==> src/rtl/dual_issue_queue.sv <==
// Fetch-to-decode instruction buffer: circular queue, up to two pushes and two
// issues per cycle, with the second issue slot screened for structural/data hazards.
module dual_issue_queue #(
  parameter int DEPTH = 8
) (
  input  logic                     clk1,
  input  logic                     reset,
  input  logic                     flush,
  input  logic                     in_valid0,
  input  logic                     in_valid1,
  input  logic [31:0]              in_instr0,
  input  logic [31:0]              in_instr1,
  input  logic [31:0]              in_pc0,
  output logic                     in_ready,
  input  logic                     stall,
  output logic                     out_valid0,
  output logic                     out_valid1,
  output logic [31:0]              out_instr0,
  output logic [31:0]              out_instr1,
  output logic [31:0]              out_pc0,
  output logic [31:0]              out_pc1,
  output logic [$clog2(DEPTH):0]   count
);
  localparam int AW = $clog2(DEPTH);
  localparam int CW = AW + 1;

  typedef struct packed {
    logic       is_ctrl;
    logic       is_mem;
    logic       dest_v;
    logic [4:0] dest;
    logic       s1_v;
    logic [4:0] s1;
    logic       s2_v;
    logic [4:0] s2;
  } dec_t;

  // Unlisted opcodes (including 010xxx other than LW/SW) fall through as NOP.
  function automatic dec_t decode(input logic [31:0] ins);
    dec_t d;
    d = '0;
    case (ins[31:29])
      3'b000: begin
        d.dest_v = 1'b1; d.dest = ins[15:11];
        d.s1_v   = 1'b1; d.s1   = ins[25:21];
        d.s2_v   = 1'b1; d.s2   = ins[20:16];
      end
      3'b001: begin
        d.dest_v = 1'b1; d.dest = ins[20:16];
        d.s1_v   = 1'b1; d.s1   = ins[25:21];
      end
      3'b010: begin
        if (ins[28:26] == 3'b000) begin
          d.is_mem = 1'b1;
          d.dest_v = 1'b1; d.dest = ins[20:16];
          d.s1_v   = 1'b1; d.s1   = ins[25:21];
        end else if (ins[28:26] == 3'b001) begin
          d.is_mem = 1'b1;
          d.s1_v   = 1'b1; d.s1   = ins[25:21];
          d.s2_v   = 1'b1; d.s2   = ins[20:16];
        end else begin
          d = '0;
        end
      end
      3'b011, 3'b100: d.is_ctrl = 1'b1;
      default: d = '0;
    endcase
    return d;
  endfunction

  logic [31:0]   instr_q [DEPTH];
  logic [31:0]   pc_q    [DEPTH];
  logic [AW-1:0] rd_ptr_q, rd_ptr_d, wr_ptr_q, wr_ptr_d;
  logic [CW-1:0] count_q, count_d;
  logic [AW-1:0] rd_ptr1_s, wr_ptr1_s;
  logic [1:0]    push_n_s, pop_n_s;
  dec_t          dec0_s, dec1_s;
  logic          pair_ok_s;

  assign rd_ptr1_s  = rd_ptr_q + AW'(1);
  assign wr_ptr1_s  = wr_ptr_q + AW'(1);
  assign out_instr0 = instr_q[rd_ptr_q];
  assign out_pc0    = pc_q[rd_ptr_q];
  assign out_instr1 = instr_q[rd_ptr1_s];
  assign out_pc1    = pc_q[rd_ptr1_s];
  assign count      = count_q;
  assign in_ready   = (CW'(DEPTH) - count_q) >= CW'(2);
  assign out_valid0 = count_q != CW'(0);
  assign out_valid1 = (count_q >= CW'(2)) && pair_ok_s;

  // Pairing rules for the second slot; R0 is compared like any other register.
  always_comb begin
    dec0_s    = decode(out_instr0);
    dec1_s    = decode(out_instr1);
    pair_ok_s = 1'b1;
    if (dec0_s.is_ctrl || dec1_s.is_ctrl) begin
      pair_ok_s = 1'b0;
    end else if (dec0_s.is_mem && dec1_s.is_mem) begin
      pair_ok_s = 1'b0;
    end else if (dec0_s.dest_v &&
                 ((dec1_s.s1_v && dec1_s.s1 == dec0_s.dest) ||
                  (dec1_s.s2_v && dec1_s.s2 == dec0_s.dest) ||
                  (dec1_s.dest_v && dec1_s.dest == dec0_s.dest))) begin
      pair_ok_s = 1'b0;
    end else begin
      pair_ok_s = 1'b1;
    end
  end

  // Push/pop amounts and next-state pointers and occupancy.
  always_comb begin
    push_n_s = 2'd0;
    if (in_valid0 && in_ready) begin
      push_n_s = in_valid1 ? 2'd2 : 2'd1;
    end else begin
      push_n_s = 2'd0;
    end
    if (stall) begin
      pop_n_s = 2'd0;
    end else begin
      pop_n_s = {1'b0, out_valid0} + {1'b0, out_valid1};
    end
    rd_ptr_d = rd_ptr_q + AW'(pop_n_s);
    wr_ptr_d = wr_ptr_q + AW'(push_n_s);
    count_d  = count_q + CW'(push_n_s) - CW'(pop_n_s);
  end

  // Pointer and occupancy registers; reset and flush both empty the queue.
  always_ff @(posedge clk1) begin
    if (reset || flush) begin
      rd_ptr_q <= '0;
      wr_ptr_q <= '0;
      count_q  <= '0;
    end else begin
      rd_ptr_q <= rd_ptr_d;
      wr_ptr_q <= wr_ptr_d;
      count_q  <= count_d;
    end
  end

  // Entry storage; the second word of a pair wraps naturally via the pointer width.
  always_ff @(posedge clk1) begin
    if (!reset && !flush && push_n_s != 2'd0) begin
      instr_q[wr_ptr_q] <= in_instr0;
      pc_q[wr_ptr_q]    <= in_pc0;
      if (push_n_s == 2'd2) begin
        instr_q[wr_ptr1_s] <= in_instr1;
        pc_q[wr_ptr1_s]    <= in_pc0 + 32'd1;
      end
    end
  end
endmodule

==> config.mk <==
export PLATFORM = sky130hd
export DESIGN_NAME = dual_issue_queue
export DESIGN_NICKNAME = d
export VERILOG_FILES = /design/src/rtl/dual_issue_queue.sv
export SDC_FILE = /design/constraint.sdc
export NUM_CORES = 1
export LEC_CHECK = 0
export BUFFER_PORTS_ARGS = -buffer_cell sky130_fd_sc_hd__buf_2
export CAP_MARGIN = 30
export CORE_MARGIN = 2
export CORE_UTILIZATION = 55
export CTS_CLUSTER_DIAMETER = 200
export DETAILED_ROUTE_END_ITERATION = 12
export PLACE_DENSITY = 0.74
export SETUP_SLACK_MARGIN = 0.2
export SLEW_MARGIN = 5
export SYNTH_ARGS = -nofsm -noshare
export SYNTH_HDL_FRONTEND = slang
export SYNTH_SLANG_ARGS = --single-unit
==> constraint.sdc <==
create_clock -name clk1 -period 7.55 [get_ports clk1]
set_input_delay 0.3775 -clock clk1 [delete_from_list [all_inputs] [get_ports clk1]]
set_output_delay 0.3775 -clock clk1 [all_outputs]
set_load 0.1 [all_outputs]
# After elaboration in Yosys (flattened, before gate mapping)

Memories as Yosys holds them, arrays and structs flattened. A register that Yosys moved wholly into a read port is not among the register bits.
Cells that the tools add are included.

Add/sub/neg operators: 9
Reduce and logical (&&, ||, !) cells: 23
Equality and inequality tests: 14
Mux-type cells: 27
$lt $le $gt $ge: 2

Operators with widths:

| kind                                                                   | count |
|---|---|
| 12-bit one-hot mux with 3 select lines                                 | 2 |
| 32-bit by 1-bit adder with 32-bit output (second input constant)       | 1 |
| 13-bit two-way mux                                                     | 2 |
| 12-bit two-way mux                                                     | 2 |
| 5-bit equality test                                                    | 3 |
| 1-bit two-way mux                                                      | 14 |
| 3-bit by 1-bit equality test with 1-bit output (second input constant) | 4 |
| 3-bit by 2-bit equality test with 1-bit output (second input constant) | 4 |
| 3-bit zero test                                                        | 4 |
| 6-bit one-hot mux with 2 select lines                                  | 1 |
| 1-bit logical AND                                                      | 9 |
| 4-bit by 2-bit >= comparator with 1-bit output (second input constant) | 2 |
| 3-bit by 1-bit adder with 3-bit output (second input constant)         | 2 |
| 3-bit by 2-bit adder with 3-bit output                                 | 2 |
| 3-bit equality test (second input constant)                            | 2 |
| 2-bit two-way mux                                                      | 3 |
| 3-bit two-way mux                                                      | 2 |
| 6-bit two-way mux                                                      | 1 |
| 4-bit by 2-bit adder with 4-bit output                                 | 1 |
| 1-bit logical OR                                                       | 4 |
| 4-bit nonzero test                                                     | 1 |
| 2-bit OR reduction                                                     | 2 |
| 4-bit by 2-bit subtractor with 4-bit output                            | 1 |
| 4-bit subtractor (first input constant)                                | 1 |
| 4 further kinds                                                        | 5 |

Memories: 2
Bits in registers: 10
Output and inout port bits: 135
Word-level logic and storage cells: 80
RAM bits: 512
Bits of input ports: 102

Memory list:

| name    | depth | bits a word | rd ports | clocked after memory_dff | wr ports | line | text |
|---|---|---|---|---|---|---|---|
| instr_q | 8     | 32          | 2        | 1                        | 2        | 71   | `logic [31:0] instr_q [DEPTH];` |
| pc_q    | 8     | 32          | 2        | 1                        | 2        | 72   | `logic [31:0] pc_q [DEPTH];` |

# Depth between registers and ports, before layout

Gate-level depths: netlist of the first run.
An unclocked memory read counts as a cell.

Depth after elaboration: 19
Gate-level depth with buffers: 22
Depth with buffers taken out: 20

# Worst setup path before layout of the first run

OpenSTA, ideal clock, no wires.

Kind: reg2reg
Start: register count_q[1] (netlist: count[1])
End: memory instr_q[0][0] (enable)
Buffers on the path: 1
Period minus slack after synthesis: 8.971 ns
Required time: 6.969 ns
Slack: -1.421 ns
Stages on the path, launching flop included: 9
Setup time: 0.581 ns
Arrival time: 8.390 ns
Path through: dfxtp_1 > inv_1 > ha_1 > and4_1 > o21ai_1 > nand2_1 > or3_1 > clkbuf_1 > o31ai_1

RTL lines:

| element                | line | text |
|---|---|---|
| from (decl)            | 74   | `logic [CW-1:0] count_q, count_d;` |
| from (signal assigned) | 137  | `count_q <= count_d;` |
| to (decl)              | 71   |  |

# Worst setup path in the final report of the first run

Start: register rd_ptr_q[1]
End: register count_q[3] (netlist: count[3])

Cells in the longest elaborated chain, start to end: 18
Elaborated cells between the ends (all ways): 36
Those cells by class: add/sub: 3; eq/ne: 8; mux: 12; reduce/logical: 12; memory: 1

RTL lines:

| element                                                                                                | line     | text |
|---|---|---|
| from (decl)                                                                                            | 73       | `logic [AW-1:0] rd_ptr_q, rd_ptr_d, wr_ptr_q, wr_ptr_d;` |
| from (signal assigned)                                                                                 | 135      | `rd_ptr_q <= rd_ptr_d;` |
| 3-bit by 1-bit adder with 3-bit output (*)                                                             | 80       | `assign rd_ptr1_s = rd_ptr_q + AW'(1);` |
| memory read 8 x 32 bit (*)                                                                             | n/a      |  |
| 3-bit by 1-bit equality test with 1-bit output                                                         | 57       | `end else if (ins[28:26] == 3'b001) begin` |
| 12-bit two-way mux                                                                                     | 57       |  |
| 13-bit two-way mux / 6-bit two-way mux (equally long branches)                                         | 53       | `if (ins[28:26] == 3'b000) begin` |
| 12-bit one-hot mux with 3 select lines / 6-bit one-hot mux with 2 select lines (equally long branches) | 42       | `case (ins[31:29])` |
| 5-bit equality test, on equally long branches                                                          | 101, 102 |  |
| 1-bit logical AND, on equally long branches                                                            | 101, 102 |  |
| [... 2 more ...]                                                                                       | n/a      |  |
| 1-bit logical AND                                                                                      | 100      | `end else if (dec0_s.dest_v &&` |
| 1-bit two-way mux                                                                                      | 100      |  |
| 1-bit two-way mux                                                                                      | 98       | `end else if (dec0_s.is_mem && dec1_s.is_mem) begin` |
| 1-bit two-way mux (*)                                                                                  | 96       | `if (dec0_s.is_ctrl \|\| dec1_s.is_ctrl) begin` |
| 1-bit logical AND (*)                                                                                  | 89       | `assign out_valid1 = (count_q >= CW'(2)) && pair_ok_s;` |
| 1-bit by 1-bit adder with 2-bit output (*)                                                             | 121      | `pop_n_s = {1'b0, out_valid0} + {1'b0, out_valid1};` |
| 2-bit two-way mux (*)                                                                                  | 118      | `if (stall) begin` |
| 4-bit by 2-bit subtractor with 4-bit output (*)                                                        | 125      | `count_d = count_q + CW'(push_n_s) - CW'(pop_n_s);` |

Mark *: on every way between the ends. The rest lies on a longest branch, timed or not.
A chain may end at the register's enable or synchronous reset.

==> flow_summary.json, run 1 <==
{
  "syn_nets": 2982,
  "postLayoutSetupSlackWorst_ns": 1.50,
  "met3WireLength_um": 13100,
  "cts_root_buffer": "clkbuf_16",
  "rows": 87,
  "io_buffers": 236,
  "worstHoldEndpoint": "count[1]$_SDFF_PP0_",
  "place_ws_ns": 1.59,
  "p_comb_frac": 0.444,
  "final_cell_mix": "nand2_1, edfxtp_1, mux4_2",
  "seq_power_share": 0.302,
  "synth-edff-count": 512,
  "worstPathCellList": "ha_4, xnor2_2, mux2_2, nand4_1, nand3_1, o22ai_1, o21ai_0, nand3_1, nand3_1, a2111oi_4, ha_1, nor2b_1, fa_1, inv_1, ha_1, a21o_1, a21oi_1, xnor2_1, nor2_1",
  "rsz0062_at_grt": "no",
  "gp_routability_congestion": 0.930,
  "cts_tree": "done",
  "ant_nets": 0,
  "wl_met1_um": 34100,
  "clkTransAtPathRegs_ns": 0.06,
  "wire_per_inst_um": 26.8,
  "crit_family": "compound AO/OA/AOI/OAI gates",
  "post-route-period-util": 0.801,
  "cp-end-kind": "flip-flop",
  "grt_max_degree": 62,
  "htreeDepth": 2,
  "postPlaceCellArea_um2": 33400,
  "async_flop_share": 0,
  "cts_buffers": 56,
  "final-seq-area_um2": 15600,
  "cts_resized": 0,
  "highest_layer": "met5",
  "viasPerCell": 6.39,
  "hold_depth": 3,
  "synth_seq_cells": 522,
  "grt_usage": 0.339,
  "p_int_uw": 6230,
  "crit_type": "flip-flop to flip-flop",
  "ir_worst_vdd_mv": 0.279,
  "start_util": 0.559,
  "synthFlopType": "edfxtp_1",
  "grt_pass1_vias": 24132,
  "numClockSinks": 522,
  "grt_overflow": 0,
  "cp_slowest_cell": "xnor2_2",
  "die_height_um": 244,
  "hold_viol": 0,
  "critPathLaunchType": "flip-flop",
  "clockBufferDepth": 3,
  "powerDensity_nw_per_um2": 315,
  "die-area_um2": 59500,
  "r2r_cells": 19,
  "synth_area_per_cell_um2": 11.1,
  "min-delay-start": "reset",
  "ff2ff_setup_slack_ns": 1.50,
  "cts_hold_buf": 0,
  "ys_warn_count": 0,
  "cp_slowest_stage_delay_ns": 0.74,
  "fin_skew_ns": 0.0170,
  "drv_slew": 0,
  "area_growth_pct": 11.6,
  "dp_hpwl_um": 59100,
  "hold_class": "input pin to flip-flop",
  "grt_pass1_wl_um": 150000,
  "dr.pass1.iters": 8,
  "required_ns": 8.07,
  "drc": 0,
  "cp.arrival_ns": 6.57,
  "drv_cap": 0,
  "tightest_slew_ns": 1.10,
  "clkLatencyLatePin_ns": 0.64,
  "layout-drive-gt1-share": 0.242,
  "setup_violations": 0,
  "drt_iter0_drc": 2972,
  "fmax_mhz": 165,
  "yosysUniqueCellTypes": 56,
  "swShare": 0.440,
  "min_period_ns": 6.05,
  "cts_setup_buffers": 0,
  "power_switching_uw": 4890,
  "r2r-start": "rd_ptr_q[1]$_SDFF_PP0_",
  "layout_commonest_cell": "nand2_1",
  "status": "completed",
  "r2r-end": "count[3]$_SDFF_PP0_",
  "seq_area_frac_synth": 0.492,
  "cellLeakagePower_uw": 0.0131,
  "synthesis.area_um2": 31700,
  "netlist_instances": 2862,
  "nets": 3055,
  "coreArea_um2": 56600,
  "fillers": 4416,
  "critPathBufInv": 1,
  "clkPwrFrac": 0.254,
  "met2WireLength_um": 48100,
  "antenna_found_initial": 15,
  "die_width_um": 244,
  "boundaryPins": 237,
  "post-route-cell-area_um2": 35300,
  "vias": 23916,
  "cp_common_cell": "nand3_1",
  "path_max_fanout": 47,
  "finalWirelength_um": 100000,
  "multi_input_area_um2": 15100,
  "slew_headroom": 0.264
}
worst max path at each step:
| stage | startpoint | to | cells past startpoint | slack [ns] |
|---|---|---|---|---|
| 2_1_floorplan | count[1]$_SDFF_PP0_ | instr_q[4][0]$_DFFE_PP_ | 8 | -1.21 |
| 3_3_place_gp | rd_ptr_q[1]$_SDFF_PP0_ | count[3]$_SDFF_PP0_ | 20 | 1.76 |
| 3_5_place_dp | rd_ptr_q[1]$_SDFF_PP0_ | count[3]$_SDFF_PP0_ | 20 | 1.59 |
| 4_1_cts | rd_ptr_q[1]$_SDFF_PP0_ | count[3]$_SDFF_PP0_ | 20 | 1.59 |
| 5_1_grt | rd_ptr_q[1]$_SDFF_PP0_ | count[3]$_SDFF_PP0_ | 19 | 1.14 |
| 6_report | rd_ptr_q[1]$_SDFF_PP0_ | count[3]$_SDFF_PP0_ | 19 | 1.50 |
tightest hold or removal path, cell delays in order:
cell,delay (ns)
buf_2,0.08
or2_2,0.19
nor2_1,0.06
state kept, by name, summed over array words and instances (netlist names):
name and count:
rd_ptr_q 3, instr_q 256, wr_ptr_q 3, pc_q 256
count 4
cell families (layout without fill, tap and decap cells):
kind of cell / after synthesis / in the layout / share of synthesized area
other cells: 0 / 10 / 0
xor+xnor: 256 / 256 / 0.0708
mux: 334 / 334 / 0.205
buf+inv: 297 / 414 / 0.0391
fa+ha+maj: 18 / 18 / 0.00806
flops: 522 / 522 / 0.492
simple gates: 1376 / 1376 / 0.170
compound gates: 59 / 59 / 0.0143
cells in the mapped netlist (3+ instances only):
library cell	instances	area share
nor2b_1	4	0.00079
a21oi_1	3	0.00047
xnor2_1	88	0.024
nor4_1	3	0.00059
clkbuf_1	131	0.016
o22ai_1	5	0.00099
inv_1	24	0.0028
nand2b_1	5	0.00099
buf_4	10	0.0024
and4_1	4	0.0011
ha_1	14	0.0055
mux4_2	246	0.18
nand2_1	1082	0.13
dfxtp_1	10	0.0063
or3_1	3	0.00059
mux2i_1	31	0.0098
and2_1	9	0.0018
o21ai_1	9	0.0014
mux2_2	56	0.020
clkbuf_2	33	0.0052
or2_2	3	0.00059
nor3b_1	4	0.00095
xor2_1	168	0.046
nor3_1	14	0.0022
nand4_1	10	0.0020
a221oi_1	7	0.0019
buf_2	23	0.0036
and3_1	3	0.00059
nor2_1	204	0.024
o21ai_0	17	0.0027
fa_1	4	0.0025
a2111oi_0	4	0.0011
nand3_1	20	0.0032
edfxtp_1	512	0.49
buf_1	72	0.0085
o31ai_1	3	0.00071
layout make-up:
cell class | count | area share
Clock buffer | 65 | 0.0406
Timing Repair Buffer | 286 | 0.0484
Sequential cell | 522 | 0.441
Multi-Input combinational cell | 2043 | 0.428
Antenna cell | 10 | 0.000709
Inverter | 26 | 0.00276
Clock inverter | 37 | 0.0116
Tap cell | 756 | 0.0268
layer usage:
metal / vias up / track usage
met5: - / 0
met4: 14 / 0.162
met3: 387 / 0.0864
met2: 1781 / 0.558
met1: 11666 / 0.421
li1: 10068 / -
per-stage QoR:
stage                     hold WS, ns  instances  TNS, ns  total power [uW]  utilization
after global routing           0.0968       3741        0             11400        0.624
after CTS                      0.0789       3733        0             11100        0.622
after floorplan                 0.603       2862  -379.14              7440            -
after global placement          0.657       3625        0              8250        0.587
after detailed placement        0.665       3631        0              8320        0.590
final                           0.100       3745        0             11100        0.624
power by group through the flow:
stage / Sequential [uW] / Combinational (uW) / Clock [uW]
2_1_floorplan: 3410 / 4020 / 0
3_3_place_gp: 3410 / 4830 / 0
3_5_place_dp: 3420 / 4900 / 0
4_1_cts: 3360 / 4910 / 2830
5_1_grt: 3370 / 5130 / 2930
6_report: 3360 / 4930 / 2820
Note: power is estimated with default switching activity, not from simulation.
==> run 2, diff against run 1 <==
==> constraint.sdc (replaced) <==
create_clock -name clk1 -period 5.85 [get_ports clk1]
set_input_delay 0.2925 -clock clk1 [delete_from_list [all_inputs] [get_ports clk1]]
set_output_delay 0.2925 -clock clk1 [all_outputs]
set_load 0.1 [all_outputs]
==> flow_summary.json, run 2 (synthesized netlist as in run 1, its figures left out) <==
{
  "rsz0062_at_grt": "no",
  "layout-drive-gt1-share": 0.256,
  "cp.arrival_ns": 5.86,
  "worstPathCellList": "ha_4, buf_4, nor3_1, mux2i_1, nand4_1, buf_4, mux2i_1, o22ai_1, nand2_1, xnor2_1, nor4_1, a2111oi_4, ha_2, nor2b_4, fa_1, inv_1, ha_1, a21o_1, a21oi_2, xnor2_1, nor2_1",
  "ant_nets": 0,
  "crit_family": "adder cells",
  "min_period_ns": 5.32,
  "critPathLaunchType": "flip-flop",
  "r2r-start": "rd_ptr_q[1]$_SDFF_PP0_",
  "antenna_found_initial": 10,
  "tightest_slew_ns": 1.03,
  "drv_slew": 0,
  "final_cell_mix": "nand2_1, edfxtp_1, mux4_2",
  "cts_buffers": 57,
  "cts_root_buffer": "clkbuf_16",
  "grt_pass1_vias": 24293,
  "numClockSinks": 522,
  "startpoint": "rd_ptr_q[1]$_SDFF_PP0_",
  "die_width_um": 244,
  "vias": 24043,
  "post-route-cell-area_um2": 35900,
  "required_ns": 6.39,
  "cp-end-kind": "flip-flop",
  "layoutNonFillerInstCount": 3779,
  "postPlaceCellArea_um2": 33900,
  "finalWirelength_um": 100000,
  "area_growth_pct": 13.3,
  "nets": 3087,
  "ir_worst_vdd_mv": 0.422,
  "dr.pass1.iters": 5,
  "boundaryPins": 237,
  "path_max_fanout": 27,
  "fillers": 4264,
  "hold_depth": 3,
  "clockBufferDepth": 3,
  "wire_per_inst_um": 26.6,
  "drt_iter0_drc": 3253,
  "grt_pass1_wl_um": 151000,
  "grt_overflow": 0,
  "post-route-period-util": 0.909,
  "die-area_um2": 59500,
  "coreArea_um2": 56600,
  "layout_commonest_cell": "nand2_1",
  "die_height_um": 244,
  "rows": 87,
  "status": "completed",
  "min-delay-start": "in_instr1[20]",
  "dp_hpwl_um": 61100,
  "htreeDepth": 2,
  "r2r_cells": 21,
  "timing.hold.ws_ns": 0.0202,
  "drv_cap": 0,
  "cp_slowest_cell": "fa_1",
  "powerDensity_nw_per_um2": 402,
  "cp_slowest_stage_delay_ns": 0.54,
  "clkLatencyLatePin_ns": 0.65,
  "setup_tns_ns": 0,
  "cellLeakagePower_uw": 0.0133,
  "worst-path-stages": 21,
  "cts_tree": "done",
  "hold_viol": 0,
  "fin_skew_ns": 0.0323,
  "grt_max_degree": 63,
  "drc": 0,
  "start_util": 0.559,
  "gp_routability_congestion": 0.977,
  "slew_headroom": 0.312,
  "critPathBufInv": 3,
  "hold_class": "input pin to flip-flop",
  "utilization": 0.633,
  "setup_violations": 0,
  "grt_usage": 0.340,
  "clkTransAtPathRegs_ns": 0.06,
  "placed_cells": 3655,
  "fmax_mhz": 188,
  "crit_type": "flip-flop to flip-flop",
  "io_buffers": 236,
  "viasPerCell": 6.36
}
run 2: layer usage:
metal	share of wire	vias to the layer above	GRT usage
met5	0.00030	-	0
met4	0.050	4	0.165
met3	0.12	362	0.0758
met2	0.49	1773	0.565
met1	0.34	11744	0.423
li1	-	10160	-
run 2: worst min-delay path, delay by kind of cell:
kind | cells | cell delay [ns]
buffers and inverters | 1 | 0.16
and+or+nand+nor | 2 | 0.11
run 2: layout make-up:
cell class              instances  area [um^2]  share of cell area
flip-flops and latches        522        15600               0.435
multi-input cells            2043        15300               0.426
repair buffers                317         2100              0.0587
clock buffers                  68         1490              0.0415
well taps                     756          946              0.0264
clock inverters                40          330             0.00921
inverters                      26          101             0.00283
diodes                          7         17.5            0.000489
run 2: through the flow:
step | power (uW) | setup slack [ns]
finish | 14400 | 0.531
global route | 14800 | 0.231
CTS | 14400 | 0.587
detailed placement | 10900 | 0.599
global placement | 10800 | 0.661
floorplan | 9690 | -0.0580
run 2: worst paths after layout:
kind	end	slack, ns
setup / recovery	count[3]$_SDFF_PP0_	0.53
hold reg to reg	wr_ptr_q[0]$_SDFF_PP0_	0.70
hold / removal	instr_q[2][20]$_DFFE_PP_	0.02
setup reg to reg	count[3]$_SDFF_PP0_	0.53
run 2: power by group:
group / internal [uW] / switching (uW)
Combinational: 1800 / 4730
Clock: 1960 / 1590
Sequential: 4230 / 87.7
run 2: repair_timing:
action,CTS,global route
hold buffers,3,0
buffers inserted,0,1
setup endpoints to repair,0,3
endpoints found under the hold margin,8,0
gates resized for setup,0,1
